$ cat config.mk
export PLATFORM = sky130hd
export DESIGN_NAME = rs_kes_ibm
export DESIGN_NICKNAME = d
export VERILOG_FILES = /design/src/rtl/rs_kes_ibm.sv
export SDC_FILE = /design/constraint.sdc
export NUM_CORES = 1
export LEC_CHECK = 0
export ABC_AREA = 0
export BUFFER_PORTS_ARGS = -buffer_cell sky130_fd_sc_hd__buf_2
export CORE_MARGIN = 1.5
export CORE_UTILIZATION = 45
export DETAILED_ROUTE_END_ITERATION = 10
export GPL_TIMING_DRIVEN = 1
export PLACE_DENSITY = 0.73
export SETUP_SLACK_MARGIN = 0.15
export SYNTH_ARGS = -nofsm -noshare
export SYNTH_HDL_FRONTEND = slang
export SYNTH_SLANG_ARGS = --single-unit
$ cat constraint.sdc
create_clock -name clk -period 3.6 [get_ports clk]
set_input_delay 0.36 -clock clk [delete_from_list [all_inputs] [get_ports clk]]
set_output_delay 0.36 -clock clk [all_outputs]
set_load 0.01 [all_outputs]
$ cat src/rtl/rs_kes_ibm.sv
// -----------------------------------------------------------------------------
// rs_kes_ibm -- key-equation solver for the RS decoder, inversionless
// Berlekamp-Massey. Produces a scaled error-locator Lambda(x) and a matching
// error-evaluator Omega(x) from 2T syndromes. Downstream, these feed Chien
// search and Forney.
//
// Ports
//   clk        : clock
//   rst_n      : asynchronous active-low reset
//   start      : request pulse, accepted only while busy=0
//   syndromes  : S1 in [M-1:0] ... S2T in the top M bits; latched on accept
//   busy       : solve in progress
//   done       : one-cycle pulse; results valid from this cycle and held
//   fail       : uncorrectable pattern (valid with done)
//   error_num  : final LFSR length L
//   elp        : Lambda0..LambdaT, Lambda0 in the LSBs (scaled, Lambda0 may be !=1)
//   evp        : Omega0..Omega(T-1), same scale factor as elp
//
// Field arithmetic uses the same GF(2^8) as gf256mul (x^8+x^4+x^3+x^2+1).
// -----------------------------------------------------------------------------
module rs_kes_ibm #(
    parameter int T  = 2,
    parameter int M  = 8,
    parameter int LW = $clog2(2*T+1)
) (
    input  logic                 clk,
    input  logic                 rst_n,
    input  logic                 start,
    input  logic [2*T*M-1:0]     syndromes,
    output logic                 busy,
    output logic                 done,
    output logic                 fail,
    output logic [LW-1:0]        error_num,
    output logic [(T+1)*M-1:0]   elp,
    output logic [T*M-1:0]       evp
);

    localparam int N  = 2*T + 1;
    localparam int RW = $clog2(2*T + 1);
    localparam int IW = (T > 1) ? $clog2(T) : 1;

    typedef enum logic [2:0] {IDLE, DISC, UPD, OMEGA, FIN} state_t;

    state_t         state_reg, state_next;
    logic [M-1:0]   lam_reg [N];
    logic [M-1:0]   b_reg   [N];
    logic [M-1:0]   syn_reg [2*T];
    logic [M-1:0]   omg_reg [T];
    logic [M-1:0]   gamma_reg, delta_reg;
    logic [LW-1:0]  l_reg;
    logic [RW-1:0]  r_reg;
    logic [IW-1:0]  oi_reg;

    logic [M-1:0]   mul_p   [N];
    logic [M-1:0]   lam_upd [N];
    logic [M-1:0]   disc_sum;
    logic           load_en, swap, fail_calc;
    int             kk_int;

    function automatic logic [M-1:0] gf_mul(input logic [M-1:0] a, input logic [M-1:0] b);
        logic [M-1:0] p;
        logic [M-1:0] aa;
        p  = '0;
        aa = a;
        for (int k = 0; k < M; k++) begin
            if (b[k]) p = p ^ aa;
            aa = {aa[M-2:0], 1'b0} ^ (aa[M-1] ? 8'h1D : 8'h00);
        end
        return p;
    endfunction

    // Shared multiplier array. Multiplier gi pairs Lambda_gi with S(kk+1-gi);
    // kk is r during DISC (discrepancy) and the Omega index during OMEGA.
    always_comb kk_int = (state_reg == OMEGA) ? int'(oi_reg) : int'(r_reg);

    genvar gi;
    generate
        for (gi = 0; gi < N; gi++) begin : g_disc
            logic [M-1:0] b_sel;
            always_comb begin
                b_sel = '0;
                for (int m = 0; m < 2*T; m++)
                    if (m + gi == kk_int) b_sel = syn_reg[m];
            end
            assign mul_p[gi] = gf_mul(lam_reg[gi], b_sel);
        end

        // Lambda <- gamma*Lambda + delta*x*B
        for (gi = 0; gi < N; gi++) begin : g_upd
            if (gi == 0) begin : g_lo
                assign lam_upd[gi] = gf_mul(gamma_reg, lam_reg[gi]);
            end else begin : g_hi
                assign lam_upd[gi] = gf_mul(gamma_reg, lam_reg[gi]) ^ gf_mul(delta_reg, b_reg[gi-1]);
            end
        end
    endgenerate

    always_comb begin
        disc_sum = '0;
        for (int k = 0; k < N; k++) disc_sum = disc_sum ^ mul_p[k];
    end

    assign swap = (delta_reg != '0) && (2 * int'(l_reg) <= int'(r_reg));

    // Degree check runs over all 2T+1 coefficients, not just the exported ones.
    always_comb begin
        fail_calc = (int'(l_reg) > T);
        for (int k = 0; k < N; k++) begin
            if (k == int'(l_reg) && lam_reg[k] == '0) fail_calc = 1'b1;
            if (k > int'(l_reg) && lam_reg[k] != '0) fail_calc = 1'b1;
        end
    end

    // FSM: state register
    always_ff @(posedge clk or negedge rst_n) begin
        if (!rst_n) state_reg <= IDLE;
        else        state_reg <= state_next;
    end

    // FSM: next state
    always_comb begin
        state_next = state_reg;
        case (state_reg)
            IDLE:    if (start) state_next = (syndromes == '0) ? FIN : DISC;
            DISC:    state_next = UPD;
            UPD:     state_next = (int'(r_reg) == 2*T - 1) ? OMEGA : DISC;
            OMEGA:   if (int'(oi_reg) == T - 1) state_next = FIN;
            FIN:     state_next = IDLE;
            default: state_next = IDLE;
        endcase
    end

    // FSM: outputs
    always_comb begin
        busy    = (state_reg != IDLE);
        load_en = (state_reg == IDLE) && start;
    end

    // Datapath
    always_ff @(posedge clk or negedge rst_n) begin
        if (!rst_n) begin
            for (int k = 0; k < N; k++) begin
                lam_reg[k] <= '0;
                b_reg[k]   <= '0;
            end
            for (int k = 0; k < 2*T; k++) syn_reg[k] <= '0;
            for (int k = 0; k < T; k++)   omg_reg[k] <= '0;
            gamma_reg <= '0;
            delta_reg <= '0;
            l_reg     <= '0;
            r_reg     <= '0;
            oi_reg    <= '0;
            done      <= 1'b0;
            fail      <= 1'b0;
            error_num <= '0;
            elp       <= '0;
            evp       <= '0;
        end else begin
            done <= 1'b0;
            case (state_reg)
                IDLE: begin
                    if (load_en) begin
                        for (int k = 0; k < 2*T; k++) syn_reg[k] <= syndromes[k*M +: M];
                        for (int k = 0; k < N; k++) begin
                            lam_reg[k] <= (k == 0) ? M'(1) : '0;
                            b_reg[k]   <= (k == 0) ? M'(1) : '0;
                        end
                        for (int k = 0; k < T; k++) omg_reg[k] <= '0;
                        gamma_reg <= M'(1);
                        l_reg     <= '0;
                        r_reg     <= '0;
                        oi_reg    <= '0;
                    end
                end
                DISC: delta_reg <= disc_sum;
                UPD: begin
                    for (int k = 0; k < N; k++) lam_reg[k] <= lam_upd[k];
                    if (swap) begin
                        for (int k = 0; k < N; k++) b_reg[k] <= lam_reg[k];
                        l_reg     <= LW'(int'(r_reg) + 1 - int'(l_reg));
                        gamma_reg <= delta_reg;
                    end else begin
                        b_reg[0] <= '0;
                        for (int k = 1; k < N; k++) b_reg[k] <= b_reg[k-1];
                    end
                    r_reg <= r_reg + 1'b1;
                end
                OMEGA: begin
                    for (int k = 0; k < T; k++)
                        if (k == int'(oi_reg)) omg_reg[k] <= disc_sum;
                    oi_reg <= oi_reg + 1'b1;
                end
                FIN: begin
                    for (int k = 0; k <= T; k++) elp[k*M +: M] <= lam_reg[k];
                    for (int k = 0; k < T; k++)  evp[k*M +: M] <= omg_reg[k];
                    error_num <= l_reg;
                    fail      <= fail_calc;
                    done      <= 1'b1;
                end
                default: ;
            endcase
        end
    end

endmodule

==> reports/metrics.csv, run 1 <==
stage,metric,value,unit
detailed_routing,met3 routed WL,10100,µm
die,die height,234,µm
clocking,Worst-Skew Late Latency,0.50,ns
status,failing checks,setup timing,
yosys,Async SR Flop Fraction,100,%
clocking,Worst-path clk slew,0.08,ns
critical_path,Critical Path RT,3.99,ns
finish,final core utilization,55.6,%
critical_path,Reg2Reg Depth,11,
worst_hold_path,hold crit path type,in -> reg,
yosys,synthesized area per cell,7.58,µm²
status,status,"finished, violations left",
grt,vias in the first global route,23200,
die,chip width,234,µm
die,Initial Util,45.5,%
grt,GRT overflow,0,
clocking,Clock Sinks,191,
die,total core area,52600,µm²
clocking,CTS tree,built,
detailed_routing,wire per inst,23.2,µm
detailed_routing,routed length on met1,36800,µm
detailed_routing,drt first pass iters,8,
yosys,Syn Inst Count,3159,
sta,Final WS setup,-0.0282,ns
finish,NumNets Final,3490,
sta,part of the cycle the worst path needs,101,%
die,FP Rows,84,
run,Max Cap Viol,0,
place,placed cells,4074,
detailed_routing,final wirelength,96400,µm
finish,Largest register FFs,40,
clocking,H-Tree Depth,4,
sta,Peak Freq,276,MHz
critical_path,Setup crit start kind,register,
grt,largest net degree at the start of global routing,98,
finish,Multi-input gate area,18600,µm²
finish,Register Area,4780,µm²
place,Placer Congestion,1.09,
sta,Clock Skews,0.0161,ns
clocking,clock root cell,clkbuf_16,
yosys,top_reg_cell synth,dfrtp_1,
finish,Filler cells,4870,
critical_path,CP Max Fanout,5,
yosys,sequential share of the synthesized area,20.0,%
sta,Final Slew Violations,0,
critical_path,R2R Setup Slk,-0.03,ns
yosys,register bit count reported by yosys,191,
detailed_routing,1st-iter DRT viols,2784,
detailed_routing,WL met2,42200,µm
die,Ports,81,
worst_hold_path,WHS Path Cells,3,
sta,worst slew margin relative to its limit,23.7,%
place,post-DP HPWL,71300,µm
critical_path,CP endpoint kind,register,
die,die area,54600,µm²
finish,final std cells w/o fill,4149,
grt,initial antenna violation count,0,
sta,"Hold Vio Cnt, Final",0,
yosys,dominant cells by area after synthesis,"xnor2_1 24%, dfrtp_1 20%, nand2_1 12%, xor2_1 6.7%, xnor3_1 3.7%",
sta,# setup viols final,2,
sta,unrepaired setup endpoints after global routing,yes,
detailed_routing,Post-DRT Antenna Nets,0,
detailed_routing,total number of vias,24500,
critical_path,crit path from,r_reg[0],
detailed_routing,top layer reached by signal wires,met4,
critical_path,crit path DAT,4.01,ns
yosys,Synthesized Nets,3201,
clocking,CTS buffer count,17,
finish,area grow syn2layout,22.1,%
clocking,Max Root-Sink Buffers,2,
sta,Slew @ Worst Pin,1.14,ns
sta,crit path time final,3.63,ns
yosys,Yosys top cell area share,24.4,%
yosys,Synth area leader,xnor2_1,
grt,first-pass GRT wire length,143000,µm
finish,Inserted Diodes,0,
yosys,cell area after synthesis,23900,µm²
yosys,Yosys warnings,0,
yosys,Synth cell types,89,
critical_path,Worst Setup Path Type,reg -> reg,
finish,layout cells sized above 1,23.0,%
yosys,number of synthesized flops with an enable pin,0,
critical_path,R2R Path Start,r_reg[0],
grt,Total GRT Usage,35.0,%
detailed_routing,# DRC,0,
detailed_routing,DR vias/cell,5.91,
worst_hold_path,worst hold start,syndromes[5],
place,IO Port Bufs,80,
[final cells by class]
type / count / area share, %
flip-flops and latches: 191 / 16.4
inverters: 32 / 0.424
well taps: 688 / 2.95
clock inverters: 14 / 0.488
repair buffers: 541 / 14.4
multi-input cells: 2665 / 63.8
clock buffers: 18 / 1.50
[final timing paths]
path                                endpoint
max in group asynchronous       delta_reg[0]
worst max register to register  delta_reg[4]
worst min register to register   omg_reg[13]
min in group asynchronous         lam_reg[0]
worst min-delay path             syn_reg[29]
worst max-delay path            delta_reg[4]
[layer usage]
metal | global-route usage, % | up-vias
met5 | 0 | -
li1 | - | 10900
met1 | 44.6 | 11600
met3 | 6.76 | 432
met4 | 23.4 | 0
met2 | 53.7 | 1566
[cell usage in the layout (no fill, tap or decap), types with 11 or more instances in the layout]
cell type	instances
nand2_1	773
xnor2_1	649
buf_4	416
dfrtp_1	188
xor2_1	174
nor2_1	165
o21ai_0	153
buf_2	79
a21oi_1	70
nand3_1	62
mux2_2	53
mux2i_1	46
a22oi_1	40
xnor3_1	32
inv_1	29
nor3_1	28
a22o_1	27
buf_6	25
nand2b_1	24
nor4_1	20
xnor2_2	19
clkbuf_16	17
buf_12	16
nor2_2	15
o22ai_1	15
nor2b_1	11
[cell families after synthesis]
group,Yosys count,share of synthesized area [%]
buf+inv,304,5.42
flops,191,20.0
mux,109,5.27
fa+ha+maj,7,0.366
compound gates,459,12.9
xor+xnor,892,35.0
simple gates,1197,21.1
[worst max-delay path, stage by stage (launching register included)]
cell and delay, ns:
dfrtp_2 0.46, mux4_2 0.61, buf_4 0.17, and3_1 0.24
nand2_1 0.10, xor2_1 0.23, xnor3_2 0.45, xnor3_1 0.24
xnor2_2 0.16, xnor3_1 0.30, xnor3_1 0.28, mux2_2 0.28
[per-stage QoR]
stage	setup TNS (ns)	area, µm²	hold slack [ns]	setup slack, ns
6_report	-0.0552	29200	0.0715	-0.0282
3_3_place_gp	-0.859	27400	0.471	-0.165
4_1_cts	-0.0748	28700	0.0594	-0.0748
3_5_place_dp	-1.47	27400	0.488	-0.227
2_1_floorplan	0	23900	0.0644	0.293
5_1_grt	-0.785	29200	0.0798	-0.134
[timing repair]
action	CTS	global route
hold endpoints to repair	14	0
resized for setup	100	72
cloned	2	1
endpoints found under the setup margin	23	26
pin swaps	17	26
setup buffers	24	15
hold buffers	1	0
[synthesized netlist by cell type, types with 15 or more instances]
cell type / count
mux2_2: 55
a22oi_1: 40
mux2i_1: 46
nor4_1: 20
xor2_1: 184
xnor3_1: 39
inv_1: 30
a22o_1: 31
xnor2_1: 667
a211oi_1: 15
o21ai_0: 158
buf_2: 33
nand2b_1: 27
nand3_1: 66
clkbuf_1: 189
buf_1: 31
a21oi_1: 74
nor2_1: 184
nand2_1: 780
dfrtp_1: 191
o22ai_1: 16
nor3_1: 31
Power of run 1 is left out: the tool's default activity adds up to more than one toggle a clock period on the data nets, which glitch-free logic cannot reach.
==> run 2: changes to the inputs <==
clock period = 4.5 ns   (was 3.6 ns; I/O delays follow)
==> run 2 against run 1 <==
  * The flow now finishes without violations
  * Hold slack got worse by 0.0091 ns
  * First-iteration DRC count increased by 1.7%
  * Final cell count decreased by 6.8%
  * Final area decreased by 11%
  * Flip-flop and latch count unchanged
  * Utilization decreased by 5.9 points
==> reports/metrics.csv, run 2 (synthesis results as in run 1) <==
stage,metric,value,unit
status,status,finished clean,
grt,Top Usage Layer GRT,met2,
die,Ports,81,
clocking,clock root cell,clkbuf_16,
critical_path,CP Max Fanout,17,
grt,first-pass GRT wire length,137000,µm
sta,Clock Skews,0.0297,ns
clocking,Worst-Skew Late Latency,0.51,ns
finish,most frequent cells in the layout,"778 x nand2_1, 665 x xnor2_1, 190 x dfrtp_1",
critical_path,Slowest cell on crit path,dfrtp_1,
finish,Inserted Diodes,0,
place,Placer Congestion,1.08,
sta,# setup viols final,0,
detailed_routing,wire per inst,23.9,µm
grt,largest net degree at the start of global routing,104,
clocking,H-Tree Depth,4,
grt,GR Util met2,51.5,%
finish,area grow syn2layout,9.03,%
sta,Setup TNS Final,0,ns
detailed_routing,total number of vias,23100,
detailed_routing,drt first pass iters,6,
die,die area,54600,µm²
die,chip width,234,µm
finish,layout cells sized above 1,12.6,%
clocking,Clock Sinks,191,
place,post-DP HPWL,67600,µm
sta,worst slew margin relative to its limit,20.9,%
grt,met3 Usage GRT,7.21,%
finish,Filler cells,5162,
grt,GRT overflow,0,
detailed_routing,DR vias/cell,5.98,
clocking,Max Root-Sink Buffers,2,
detailed_routing,Post-DRT Antenna Nets,0,
grt,vias in the first global route,21200,
die,FP Rows,84,
sta,Final Slew Violations,0,
critical_path,crit path cell chain,buf_4 > mux2i_1 > or3_1 > and4_1 > nor4b_1 > a211oi_1 > xnor2_1 > xnor3_1 > xnor3_1 > xnor3_1 > mux2_2,
clocking,CTS buffer count,17,
place,IO Port Bufs,80,
sta,"Hold Vio Cnt, Final",0,
sta,part of the cycle the worst path needs,93.4,%
die,Initial Util,45.5,%
detailed_routing,# DRC,0,
die,total core area,52600,µm²
critical_path,Worst Setup Path Type,reg -> reg,
finish,Largest register FFs,40,
detailed_routing,1st-iter DRT viols,2830,
finish,most frequent standard cell in the layout excluding fill and tap cells,nand2_1,
clocking,CTS tree,built,
critical_path,Worst path most repeated cell,xnor3_1,
finish,NumNets Final,3209,
critical_path,CP endpoint kind,register,
die,die height,234,µm
grt,initial antenna violation count,0,
run,Max Cap Viol,0,
sta,unrepaired setup endpoints after global routing,no,
grt,met1 GRT Util,44.4,%
clocking,Worst-path clk slew,0.10,ns
clocking,setup bufs post-CTS,0,
critical_path,Critical Path RT,4.89,ns
sta,Peak Freq,238,MHz
worst_hold_path,hold crit path type,in -> async,
grt,Total GRT Usage,33.7,%
critical_path,crit path DAT,4.59,ns
sta,crit path time final,4.20,ns
critical_path,Setup crit start kind,register,
detailed_routing,final wirelength,92600,µm
critical_path,CP max stage delay,0.77,ns
sta,Slew @ Worst Pin,1.19,ns
run 2: cell types whose count changed in the layout (fill, tap and decap cells not counted), moves of 6 or more:
cell and change:
xnor3_1 +7, a221oi_1 +6, nor2_2 -14, buf_12 -10, xnor3_2 -7, nor2_1 +19
buf_4 -241, buf_6 -25, xnor2_1 +16, xor2_1 +6, xnor2_2 -16, xor2_2 -6
run 2: critical path, delay by kind of cell (launching register included):
kind	cells	cell delay (ns)
XOR/XNOR	4	1.20
multiplexers	2	0.39
buffers and inverters	1	0.31
AO/OA/AOI/OAI	1	0.41
AND/OR/NAND/NOR	3	0.99
flip-flops	1	0.77
run 2: repair_timing:
action / in CTS / in global routing
hold buffers: 0 / 0
resized for setup: 0 / 2
setup endpoints to repair: 0 / 4
run 2: per-layer routing:
layer | vias to the layer above | wire length, µm
li1 | 10400 | -
met1 | 11000 | 36500
met2 | 1420 | 40600
met3 | 301 | 10100
met4 | 0 | 5370
met5 | - | 0
run 2: through the flow:
step	cell area, µm²	util (%)	hold WS (ns)	std cells	setup slack [ns]
global route	26100	49.7	0.139	3868	0.235
CTS	26100	49.6	0.0989	3868	0.282
floorplan	23900	-	0.154	3159	1.19
finish	26100	49.7	0.0623	3868	0.295
global placement	25500	48.6	0.471	3836	0.378
detailed placement	25500	48.6	0.484	3836	0.341
run 2: path summary, 6_finish.rpt:
check                           depth (start not counted)  slack [ns]     startpoint           end
worst max-delay path                                   11        0.30       r_reg[1]  delta_reg[2]
worst min-delay path                                    1        0.06          rst_n   syn_reg[19]
worst max register to register                         11        0.30       r_reg[1]  delta_reg[2]
worst min register to register                          2        0.50    omg_reg[15]   omg_reg[15]
max in group asynchronous                               2        3.40          rst_n   lam_reg[23]
min in group clk                                        3        0.15  syndromes[20]   syn_reg[12]
run 2: cell type report:
class	instances	area [µm²]	share of cell area, %
clock buffer	21	450	1.73
clock inverter	11	97.6	0.374
inverter	32	120	0.460
multi-input combinational	2664	17900	68.8
sequential	191	4780	18.3
tap	688	861	3.30
timing repair buffer	261	1840	7.06
Power of run 2 is left out for the same reason.
